--- config.mk ---
export PLATFORM = sky130hd
export DESIGN_NAME = move_select
export DESIGN_NICKNAME = d
export VERILOG_FILES = /design/src/rtl/chess_pkg.sv /design/src/rtl/cursor_axis.sv /design/src/rtl/move_select.sv
export SDC_FILE = /design/constraint.sdc
export NUM_CORES = 1
export LEC_CHECK = 0
export BUFFER_PORTS_ARGS = -buffer_cell sky130_fd_sc_hd__buf_4
export CELL_PAD_IN_SITES_DETAIL_PLACEMENT = 0
export CELL_PAD_IN_SITES_GLOBAL_PLACEMENT = 1
export CORE_MARGIN = 8
export CORE_UTILIZATION = 36
export CTS_CLUSTER_DIAMETER = 40
export CTS_CLUSTER_SIZE = 25
export DETAILED_ROUTE_END_ITERATION = 6
export PLACE_DENSITY_LB_ADDON = 0.05
export RECOVER_POWER = 50
export SYNTH_ARGS = -nofsm -noshare
export SYNTH_HDL_FRONTEND = slang
export SYNTH_SLANG_ARGS = --single-unit
--- constraint.sdc ---
create_clock -name CLK -period 2.59 [get_ports CLK]
set_input_delay 0.3885 -clock CLK [delete_from_list [all_inputs] [get_ports CLK]]
set_output_delay 0.3885 -clock CLK [all_outputs]
set_load 0.02 [all_outputs]
--- src/rtl/chess_pkg.sv ---
// Shared types and constants for the board cursor and move-select logic.
package chess_pkg;

  localparam int COORD_W = 3;

  typedef logic [1:0] state_t;
  localparam state_t PICK_FROM = 2'd0;
  localparam state_t PICK_TO   = 2'd1;
  localparam state_t SEND      = 2'd2;

  typedef struct packed {
    logic [COORD_W-1:0] x;
    logic [COORD_W-1:0] y;
  } coord_t;

  // Default start square: file e, rank 2.
  localparam logic [COORD_W-1:0] DEF_START_X = 3'd4;
  localparam logic [COORD_W-1:0] DEF_START_Y = 3'd1;

endpackage

--- src/rtl/cursor_axis.sv ---
// One board axis: 3-bit position with inc/dec/hold and wrap-or-saturate edges.
module cursor_axis
  import chess_pkg::*;
#(
  parameter bit                 WRAP  = 1'b1,
  parameter logic [COORD_W-1:0] START = '0
) (
  input  logic               clk,
  input  logic               rst_n,
  input  logic               en,
  input  logic               inc,
  input  logic               dec,
  output logic [COORD_W-1:0] value
);

  localparam logic [COORD_W-1:0] MAX_POS = '1;

  logic [COORD_W-1:0] value_q;
  logic [COORD_W-1:0] value_d;

  // inc and dec together cancel out and leave the axis where it is.
  always_comb begin
    value_d = value_q;
    if (en && inc && !dec) begin
      if (WRAP || value_q != MAX_POS) value_d = value_q + 1'b1;
    end else if (en && dec && !inc) begin
      if (WRAP || value_q != '0) value_d = value_q - 1'b1;
    end
  end

  always_ff @(posedge clk) begin
    if (!rst_n) value_q <= START;
    else        value_q <= value_d;
  end

  assign value = value_q;

endmodule

--- src/rtl/move_select.sv ---
// Board cursor plus pick-from / pick-to FSM presenting moves over valid/ready.
// Optional idle abandon in PICK_TO is built only when MOVE_TIMEOUT_EN is defined.
module move_select
  import chess_pkg::*;
#(
  parameter bit                 WRAP          = 1'b1,
  parameter logic [COORD_W-1:0] START_X       = DEF_START_X,
  parameter logic [COORD_W-1:0] START_Y       = DEF_START_Y,
  parameter int unsigned        TIMEOUT_TICKS = 244000
) (
  input  logic               CLK,
  input  logic               RESET,
  input  logic               BtnU_pulse,
  input  logic               BtnD_pulse,
  input  logic               BtnL_pulse,
  input  logic               BtnR_pulse,
  input  logic               BtnC_pulse,
  input  logic               move_ready,
  output logic [COORD_W-1:0] cursor_x,
  output logic [COORD_W-1:0] cursor_y,
  output logic               picking_to,
  output logic [COORD_W-1:0] from_x,
  output logic [COORD_W-1:0] from_y,
  output logic [COORD_W-1:0] to_x,
  output logic [COORD_W-1:0] to_y,
  output logic               move_valid,
  output logic               timeout,
  output state_t             dbg_state
);

  // Handshake: a move transfers on the first CLK edge where move_valid and
  // move_ready are both 1; until then move_valid, from and to hold steady.

  state_t             state_q, state_d;
  coord_t             from_q, from_d;
  coord_t             to_q, to_d;
  logic               move_valid_q, move_valid_d;
  logic               picking_to_q, picking_to_d;
  logic [COORD_W-1:0] cur_x, cur_y;
  coord_t             cursor;
  logic               axis_en;

  assign cursor  = '{x: cur_x, y: cur_y};
  assign axis_en = (state_q == PICK_FROM || state_q == PICK_TO) && !BtnC_pulse;

  cursor_axis #(.WRAP(WRAP), .START(START_X)) u_axis_x (
    .clk(CLK), .rst_n(RESET), .en(axis_en),
    .inc(BtnR_pulse), .dec(BtnL_pulse), .value(cur_x)
  );

  cursor_axis #(.WRAP(WRAP), .START(START_Y)) u_axis_y (
    .clk(CLK), .rst_n(RESET), .en(axis_en),
    .inc(BtnU_pulse), .dec(BtnD_pulse), .value(cur_y)
  );

`ifdef MOVE_TIMEOUT_EN
  localparam int CNT_W = $clog2(TIMEOUT_TICKS + 1);
  logic [CNT_W-1:0] cnt_q, cnt_d;
  logic             timeout_q, timeout_d;
  logic             any_pulse;
  assign any_pulse = |{BtnU_pulse, BtnD_pulse, BtnL_pulse, BtnR_pulse, BtnC_pulse};
`else
  logic unused_timeout_cfg;
  assign unused_timeout_cfg = ^TIMEOUT_TICKS;
`endif

  always_ff @(posedge CLK) begin
    if (!RESET) begin
      state_q      <= PICK_FROM;
      from_q       <= '0;
      to_q         <= '0;
      move_valid_q <= 1'b0;
      picking_to_q <= 1'b0;
    end else begin
      state_q      <= state_d;
      from_q       <= from_d;
      to_q         <= to_d;
      move_valid_q <= move_valid_d;
      picking_to_q <= picking_to_d;
    end
  end

`ifdef MOVE_TIMEOUT_EN
  always_ff @(posedge CLK) begin
    if (!RESET) begin
      cnt_q     <= '0;
      timeout_q <= 1'b0;
    end else begin
      cnt_q     <= cnt_d;
      timeout_q <= timeout_d;
    end
  end
`endif

  always_comb begin
    state_d      = state_q;
    from_d       = from_q;
    to_d         = to_q;
    move_valid_d = move_valid_q;
    picking_to_d = picking_to_q;
`ifdef MOVE_TIMEOUT_EN
    cnt_d     = cnt_q;
    timeout_d = 1'b0;
`endif
    case (state_q)
      PICK_FROM: begin
        if (BtnC_pulse) begin
          from_d       = cursor;
          picking_to_d = 1'b1;
          state_d      = PICK_TO;
        end
`ifdef MOVE_TIMEOUT_EN
        cnt_d = '0;
`endif
      end
      PICK_TO: begin
        if (BtnC_pulse) begin
          if (cursor == from_q) begin
            picking_to_d = 1'b0;
            state_d      = PICK_FROM;
          end else begin
            to_d         = cursor;
            move_valid_d = 1'b1;
            state_d      = SEND;
          end
        end
`ifdef MOVE_TIMEOUT_EN
        // A pulse in the terminal cycle wins over the abandon.
        if (any_pulse) begin
          cnt_d = '0;
        end else if (cnt_q == CNT_W'(TIMEOUT_TICKS - 1)) begin
          cnt_d        = '0;
          timeout_d    = 1'b1;
          picking_to_d = 1'b0;
          state_d      = PICK_FROM;
        end else begin
          cnt_d = cnt_q + 1'b1;
        end
`endif
      end
      SEND: begin
        if (move_ready) begin
          move_valid_d = 1'b0;
          picking_to_d = 1'b0;
          state_d      = PICK_FROM;
        end
      end
      default: begin
        move_valid_d = 1'b0;
        picking_to_d = 1'b0;
        state_d      = PICK_FROM;
      end
    endcase
  end

  always_comb begin
    cursor_x   = cur_x;
    cursor_y   = cur_y;
    picking_to = picking_to_q;
    from_x     = from_q.x;
    from_y     = from_q.y;
    to_x       = to_q.x;
    to_y       = to_q.y;
    move_valid = move_valid_q;
    dbg_state  = state_q;
`ifdef MOVE_TIMEOUT_EN
    timeout    = timeout_q;
`else
    timeout    = 1'b0;
`endif
  end

endmodule

[Yosys cells after proc, flatten, opt, wreduce, memory -nomap -nowiden]
Cells that the tools add are included.
Storage, ports and cells
  register bits: 22
  input bits: 8
Operators by class
  reduce and logical (&&, ||, !) cells: 23
  equality and inequality tests: 8
  $add $sub $neg: 4
  mux-type cells: 17
  bitwise operators: 2
Operator list (number)
  $mux W3: 4
  $logic_and A1 B1 Y1: 9
  $mux W2: 4
  $ne A2 B2 Y1 const B: 4
  $reduce_and A4 Y1: 2
  $add A3 B1 Y3 const B: 2
  $eq A6 B6 Y1: 1
  $mux W1: 6
  $pmux W1 S3: 2
  $pmux W2 S3: 1
  $reduce_and A3 Y1: 2
  $sub A3 B1 Y3 const B: 2
  $logic_not A1 Y1: 5
  $reduce_bool A2 Y1: 2
  $eq A2 B1 Y1 const B: 1
  $eq A2 B2 Y1 const B: 1
  $logic_not A2 Y1: 1
  $ne A2 B1 Y1 const B: 1
  $not A1 Y1: 2
  $reduce_and A2 Y1: 1
  $logic_or A1 B1 Y1: 1

[Logic depth before layout (Yosys ltp)]
Gate-level depths: netlist of run 1.
  word-level depth: 7
  depth in mapped cells: 8

[Hierarchy]
From an unflattened synthesis of run 1, not the netlist that was laid out.
Unflattened totals
  cells, all modules: 112
  area, all modules: 1077.3 µm²
By module, submodules not included
  move_select: area an instance 723.2 µm², times used 1, cells each 77, sequential area each 320.3 µm²
  cursor_axis at u_axis_y: area an instance 178.9 µm², times used 1, cells each 17, sequential area each 60.1 µm²
  cursor_axis at u_axis_x: area an instance 175.2 µm², times used 1, cells each 18, sequential area each 60.1 µm²

[Worst setup path after synthesis of run 1]
Ideal clock, no wire load.
  path type: flip-flop to flip-flop
  start point: register state_q[1], in the netlist dbg_state[1]
  end point: register u_axis_x.value_q[2], in the netlist u_axis_x.value[2]
  period minus slack after synthesis: 2023 ps
  arrival: 1892 ps
  data required time: 2459 ps
  buffers on the path: 1
  library setup time: 131 ps
  stages on the path, launching flop included: 9
  setup slack: 567 ps
  path through: dfxtp_1 > clkbuf_2 > nor2_1 > nand3b_1 > fa_1 > and3b_1 > o21ai_0 > xnor2_1 > nand2_1
On the way
  word-level cells in the longest chain between the ends: 6
  elaborated cells on any way between the ends: 10
  those cells by class: 1 x eq/ne; 1 x mux; 8 x reduce/logical
Ends and longest elaborated chain
  from (decl): RTL line move_select.sv:34  | state_t state_q, state_d;
  from (signal assigned): RTL line move_select.sv:75  | state_q <= state_d;
  $eq A2 B1 Y1 or $logic_not A2 Y1 (tied branches): RTL line move_select.sv:44  | assign axis_en = (state_q == PICK_FROM || state_q == PICK_TO) && !BtnC_pulse;
  $logic_or A1 B1 Y1 *: RTL line move_select.sv:44
  $logic_and A1 B1 Y1 *: RTL line move_select.sv:44
  $logic_and A1 B1 Y1, on equally long branches (2 in a row): RTL line cursor_axis.sv:24, cursor_axis.sv:26
  $mux W3 or $reduce_bool A2 Y1 (tied branches)
  to (signal assigned): RTL line cursor_axis.sv:33  | else value_q <= value_d;
  to (decl): RTL line cursor_axis.sv:18  | logic [COORD_W-1:0] value_q;
Every way passes the cells marked *; elsewhere a longest branch is shown, timed or not.
A chain may end at the register's enable or synchronous reset.

[Worst setup path in the final report of run 1]
  start point: register state_q[1], in the netlist dbg_state[1]
  end point: register u_axis_y.value_q[2], in the netlist u_axis_y.value[2]
On the way
  word-level cells in the longest chain between the ends: 6
  elaborated cells on any way between the ends: 10
  those cells by class: 1 x eq/ne; 1 x mux; 8 x reduce/logical
Ends and longest elaborated chain (RTL line)
  $eq A2 B1 Y1 or $logic_not A2 Y1 (tied branches): move_select.sv:44
  $logic_or A1 B1 Y1 *: move_select.sv:44
  $logic_and A1 B1 Y1 *: move_select.sv:44
  $logic_and A1 B1 Y1, on equally long branches (2 in a row): cursor_axis.sv:24, cursor_axis.sv:26
  $mux W3 or $reduce_bool A2 Y1 (tied branches)
  to (signal assigned): cursor_axis.sv:33
  to (decl): cursor_axis.sv:18
Marks and branches as above.

==> results.toml, run 1 <==
[routing]
drc = 0
dr.first_iter.drc_count = 25
drt-total-wl_um = 2480
drtPass1Iterations = 4
num_vias = 848
viasPerCell = 4.90
wl_per_cell_um = 14.3
ant_nets = 0

[setup_path]
crit_top_cell = "nor2_1"
max_stage_delay_ns = 0.41
cp_slowest_cell = "nor2_1"
crit_family = "simple AND/OR/NAND/NOR gates"
critPathMaxFanout = 8
critPathLaunchType = "flip-flop"
crit_path_end_kind = "flip-flop"
criticalPathCategory = "flip-flop to flip-flop"
arrival_ns = 2.27
crit_required_ns = 2.78
crit_chain = "nor2_1 -> nand3b_1 -> fa_1 -> and3b_1 -> o21ai_0 -> xnor2_1 -> nor2_1"
critPathBufInv = 0

[yosys]
synth_area_per_cell_um2 = 8.93
ys_warn_count = 0
synthArstFlopShare = 0
ys_top_cells_by_count = "dfxtp_1, nand2_1, nor2_1, xnor2_1, inv_1"
post-synth-top-count-cell = "dfxtp_1"
yosys.area.top_type = "dfxtp_1"
netlist_area_mm2 = 0.00103
synth-seq-area-share = 0.429
synthCells = 115
synth_cell_types = 27
ys.flop_type = "dfxtp_1"
synth_edf_count = 0
synthDominantCellAreaShare = 0.429
ys_ff_latch = 22
synth_nets = 125
synthTopCellsByArea = "dfxtp_1, xnor2_1, mux2i_1, nand2_1, nor2_1"

[pwr]
p_switching_uw = 248
cell_internal_pwr_uw = 496
clock_power_share = 0.208
p_leak_uw = 0.000465
p_comb_frac = 0.258
p_per_area_mw_per_mm2 = 620
max-vdd-ir-drop_mv = 0.384
sw_frac_of_total = 0.334
p_seq_frac = 0.534

[global_routing]
grt_first_pass_wirelength_um = 4070
gr-total-overflow = 0
antenna_found_initial = 0
first_global_vias = 850
grt_max_degree = 14
grt_usage = 0.101

[cts]
post_cts_buffers = 0
clk_path_buf_depth = 2
cts_inserted_buffers = 3
cts_max_level = 1
cts_resized = 0
cts_tree = "yes"
postCtsHoldBufs = 0
clk_pin_slew_worst_paths_ns = 0.12
clkSinkCount = 22
clk_latency_ns = 0.30
cts_root_buf = "clkbuf_4"

[final_layout]
layout.nets = 154
final_cell_area_mm2 = 0.00120
post-route-util = 0.438
diodes = 0
layout-drive-gt1-share = 0.0986
area_growth_pct = 16.7

[timing]
worst_slack_ns = 0.506
finalMaxSlewViolations = 0
slew_headroom = 0.0792
rsz0062_at_grt = "false"
finalCritPeriodShare = 0.804
setup_viol = 0
finalCriticalPeriod_ns = 2.08
worst_slew_pin_slew_ns = 1.38
tns_ns = 0
finClkSkew_ns = 0.00236
hold_violations = 0
max_freq_ghz = 0.480

[place]
placed_cell_area_mm2 = 0.00126
gp_congestion = 0.698
pre_cts_slack_ns = 0.397
port_buffers = 29
dpl.hpwl_um = 1820

[min_path]
hold_path.class = "primary input to flip-flop"

[die]
core_region_area_mm2 = 0.00273
ios = 31
die_h_um = 69.4
rows = 19
start_util = 0.376
die-area_mm2 = 0.00482
dieWidth_um = 69.4

[status]
status = "completed"

[job]
cap_violations = 0
-- metrics by stage --
stage / power [uW] / hold slack [ns] / cells
after floorplan: 543 / 0.488 / 115
after global placement: 618 / 0.445 / 170
after detailed placement: 621 / 0.450 / 170
after CTS: 780 / 0.254 / 173
after global routing: 793 / 0.254 / 173
final: 744 / 0.273 / 173
-- state kept, by name (all words and copies together) (netlist names) --
register        flops
u_axis_x.value      3
to_x                3
dbg_state           2
to_y                3
picking_to          1
from_x              3
u_axis_y.value      3
move_valid          1
from_y              3
-- worst register-to-register path, stage by stage (launching register included) --
cell and delay (ns):
dfxtp_1 0.40, nor2_1 0.41, nand3b_1 0.16, fa_1 0.40, and3b_1 0.18, o21ai_0 0.22
xnor2_1 0.15, nor2_1 0.05
-- path summary, 6_finish.rpt --
path	cells past startpoint	slack [ns]	endpoint	start
min reg2reg	2	0.46	to_y[2]$_SDFFE_PN0P_	to_y[2]$_SDFFE_PN0P_
max reg2reg	7	0.51	u_axis_y.value[2]$_SDFFE_PN0P_	dbg_state[1]$_SDFFE_PN0P_
min	2	0.27	dbg_state[1]$_SDFFE_PN0P_	move_ready
max	7	0.51	u_axis_y.value[2]$_SDFFE_PN0P_	dbg_state[1]$_SDFFE_PN0P_
-- cell type report --
type                    instances  area (um^2)
inverters                       8         30.0
flip-flops and latches         22          440
clock buffers                   3         22.5
multi-input cells              80          520
well taps                      31         38.8
fillers                       303         1540
repair buffers                 29          146
-- cell usage in the layout, fill, tap and decap left out --
cell       count
o22ai_1        6
nand3b_1       2
clkbuf_4       3
buf_4         10
conb_1         1
fa_1           2
o21a_1         1
o211ai_2       1
nor2_1        11
o31ai_1        1
nand2_1       15
mux2i_1        6
and3b_1        2
nor3_1         5
inv_1          8
nand4_1        1
dfxtp_1       22
a2bb2oi_1      1
clkbuf_1      19
nand3_1        2
o21ai_0        3
xnor2_1       11
xor2_1         2
nor3b_1        3
a21oi_1        4
-- cell families (layout without fill, tap and decap cells) --
group,after synthesis,in the layout,share of synthesized area
simple gates,41,41,0.200
flops,22,22,0.429
compound gates,17,17,0.106
xor+xnor,13,13,0.111
buf+inv,13,40,0.0536
mux,6,6,0.0585
fa+ha+maj,2,2,0.0390
other cells,1,1,0.00365
-- routing by layer --
layer  up-vias  wire (um)  GRT usage  share of wire
li1        439          -          -              -
met1       387       1240      0.122           0.50
met2        20       1070      0.165           0.43
met3         2        146     0.0286          0.059
met4         0         16     0.0342         0.0065
met5         -          0          0              0
-- power groups by stage --
| stage | Clock (uW) | Sequential, uW | Combinational, uW |
|---|---|---|---|
| floorplan | 0 | 429 | 114 |
| CTS | 166 | 400 | 214 |
| detailed placement | 0 | 407 | 213 |
| finish | 155 | 397 | 192 |
| global route | 178 | 402 | 212 |
| global placement | 0 | 406 | 211 |
Note: power is estimated with default switching activity, not from simulation.
==> inputs of run 2 (changes only) <==
--- a/config.mk
+++ b/config.mk
@@ -5,11 +5,12 @@
 export SDC_FILE = /design/constraint.sdc
 export NUM_CORES = 1
 export LEC_CHECK = 0
+export ABC_AREA = 1
 export BUFFER_PORTS_ARGS = -buffer_cell sky130_fd_sc_hd__buf_4
 export CELL_PAD_IN_SITES_DETAIL_PLACEMENT = 0
 export CELL_PAD_IN_SITES_GLOBAL_PLACEMENT = 1
 export CORE_MARGIN = 8
-export CORE_UTILIZATION = 36
+export CORE_UTILIZATION = 35
 export CTS_CLUSTER_DIAMETER = 40
 export CTS_CLUSTER_SIZE = 25
 export DETAILED_ROUTE_END_ITERATION = 6
==> constraint.sdc (replaced) <==
create_clock -name CLK -period 2 [get_ports CLK]
set_input_delay 0.3 -clock CLK [delete_from_list [all_inputs] [get_ports CLK]]
set_output_delay 0.3 -clock CLK [all_outputs]
set_load 0.02 [all_outputs]
==> run 2 against run 1 <==
Compared with the run above: flip-flop and latch count stayed put; sequential power rose by 30%; synthesized cell count rose by 24%; sequential share of layout area decreased by 2.3 points; cell area increased by 6.8%; first-iteration DRC count is 36% higher; non-clock buffer count unchanged; hold slack improved by 0.0062 ns.
==> results.toml, run 2 <==
[final_layout]
layout.nets = 183
layout_commonest_cell = "nand2_1"
fillers = 353
post-route-util = 0.426
area_growth_pct = 18.5
final_cell_mix = "nand2_1, a21oi_1, dfxtp_1"
diodes = 0
layout-drive-gt1-share = 0.186

[cts]
cts_tree = "yes"
cts_resized = 0
cts_max_level = 1
cts_inserted_buffers = 3
cts_root_buf = "clkbuf_4"
clkSinkCount = 22
clk_pin_slew_worst_paths_ns = 0.13
postCtsHoldBufs = 0
clk_latency_ns = 0.31
post_cts_buffers = 0
clk_path_buf_depth = 2

[setup_path]
criticalPathCategory = "flip-flop to flip-flop"
critPathMaxFanout = 8
startpoint = "dbg_state[1]$_SDFFE_PN0P_"
crit_chain = "nor2_4 -> nand3_2 -> fa_1 -> a21oi_1 -> a21oi_2 -> o21ai_1 -> a21oi_1"
path_depth = 7
crit_required_ns = 2.21
critPathBufInv = 0
crit_family = "adder cells"
crit_top_cell = "a21oi_1"
max_stage_delay_ns = 0.43
arrival_ns = 1.90
r2r-start = "dbg_state[1]$_SDFFE_PN0P_"
ff2ff_path_depth = 7
crit_path_end_kind = "flip-flop"
critPathLaunchType = "flip-flop"
cp_slowest_cell = "fa_1"

[die]
rows = 20
core_region_area_mm2 = 0.00300
ios = 31
die-area_mm2 = 0.00512
die_h_um = 71.5
start_util = 0.360
dieWidth_um = 71.5

[yosys]
synthDominantCellAreaShare = 0.408
ys_ff_latch = 22
synth_area_per_cell_um2 = 7.55
netlist_area_mm2 = 0.00108
post-synth-top-count-cell = "nand2_1"
synth-seq-area-share = 0.408
yosys.area.top_type = "dfxtp_1"
ys.flop_type = "dfxtp_1"
synthCells = 143
ys_top_cells_by_count = "nand2_1, a21oi_1, dfxtp_1"
synth_edf_count = 0
synthArstFlopShare = 0
synthTopCellsByArea = "dfxtp_1, a21oi_1, nand2_1, nor2_4, inv_1"
synth_nets = 153
synth_cell_types = 23
ys_warn_count = 0

[global_routing]
first_global_vias = 979
grt_max_degree = 14
grt_usage = 0.110
grt_first_pass_wirelength_um = 4570
gr-total-overflow = 0
antenna_found_initial = 0

[timing]
rsz0062_at_grt = "false"
finClkSkew_ns = 0.00230
hold_violations = 0
setup_viol = 0
tns_ns = 0
worst_slack_ns = 0.305
finalCriticalPeriod_ns = 1.70
finalCritPeriodShare = 0.848
finalMaxSlewViolations = 0
max_freq_ghz = 0.590

[routing]
drt-total-wl_um = 2710
ant_nets = 0
viasPerCell = 4.78
drtPass1Iterations = 4
wl_per_cell_um = 13.2
num_vias = 980
drc = 0
dr.first_iter.drc_count = 34

[place]
dpl.hpwl_um = 2080
pre_cts_slack_ns = 0.276
port_buffers = 29
gp_congestion = 0.852

[pwr]
p_per_area_mw_per_mm2 = 815
p_leak_uw = 0.000533
max-vdd-ir-drop_mv = 0.333

[job]
cap_violations = 0

[min_path]
hold_path.class = "primary input to flip-flop"
hp-start = "move_ready"
min_path_cells = 3

[status]
status = "completed"
[run 2: cell types whose count changed in the layout (fill, tap and decap cells not counted), sizes merged, moves of 3 or more]
cell   delta
a21oi    +22
nand2    +17
xnor2    -11
inv      +10
o21ai     +9
mux2i     -6
o22ai     -6
nand4     +5
nor3      -3
nor3b     -3
[run 2: final timing paths]
check / slack, ns / end
worst max-delay path: 0.30 / u_axis_y.value[2]$_SDFFE_PN0P_
worst min-delay path: 0.28 / dbg_state[1]$_SDFFE_PN0P_
worst max register to register: 0.30 / u_axis_y.value[2]$_SDFFE_PN0P_
worst min register to register: 0.47 / to_y[1]$_SDFFE_PN0P_
[run 2: per-layer routing]
| layer | GRT usage | part of all wire | up-vias |
|---|---|---|---|
| met5 | 0 | 0 | - |
| met4 | 0.0340 | 0.0066 | 0 |
| met3 | 0.0335 | 0.053 | 2 |
| met2 | 0.177 | 0.47 | 18 |
| met1 | 0.137 | 0.47 | 435 |
| li1 | - | - | 525 |
[run 2: metrics by stage]
stage	instance area [um^2]	std cells	power, uW	hold WS, ns
after floorplan	1080	143	723	0.460
after global placement	1320	201	825	0.454
after detailed placement	1320	201	830	0.458
after CTS	1360	205	1080	0.272
after global routing	1280	205	1110	0.278
final	1280	205	1040	0.279
[run 2: power breakdown]
part	total (uW)	leakage, uW	internal, uW	switching [uW]
logic	271	0.000331	90.6	181
clock network	254	0.0000210	111	143
registers	517	0.000181	474	43.4
[run 2: logic make-up (layout without fill, tap and decap cells)]
logic type | Yosys count | count (layout) | share of synthesized area
simple gates | 58 | 58 | 0.291
compound gates | 38 | 38 | 0.180
flops | 22 | 22 | 0.408
buf+inv | 22 | 51 | 0.0811
fa+ha+maj | 2 | 2 | 0.0371
other cells | 1 | 1 | 0.00347
[run 2: final cells by class]
class	count	area [um^2]	share of cell area
multi-input cells	99	552	0.431
clock buffers	4	36.3	0.0283
well taps	33	41.3	0.0323
inverters	18	67.6	0.0528
flip-flops and latches	22	440	0.344
repair buffers	29	143	0.111
[run 2: worst reg2reg max path, stage by stage (launching register included)]
cell,delay (ns)
dfxtp_1,0.39
nor2_4,0.23
nand3_2,0.15
fa_1,0.43
a21oi_1,0.16
a21oi_2,0.05
o21ai_1,0.12
a21oi_1,0.05
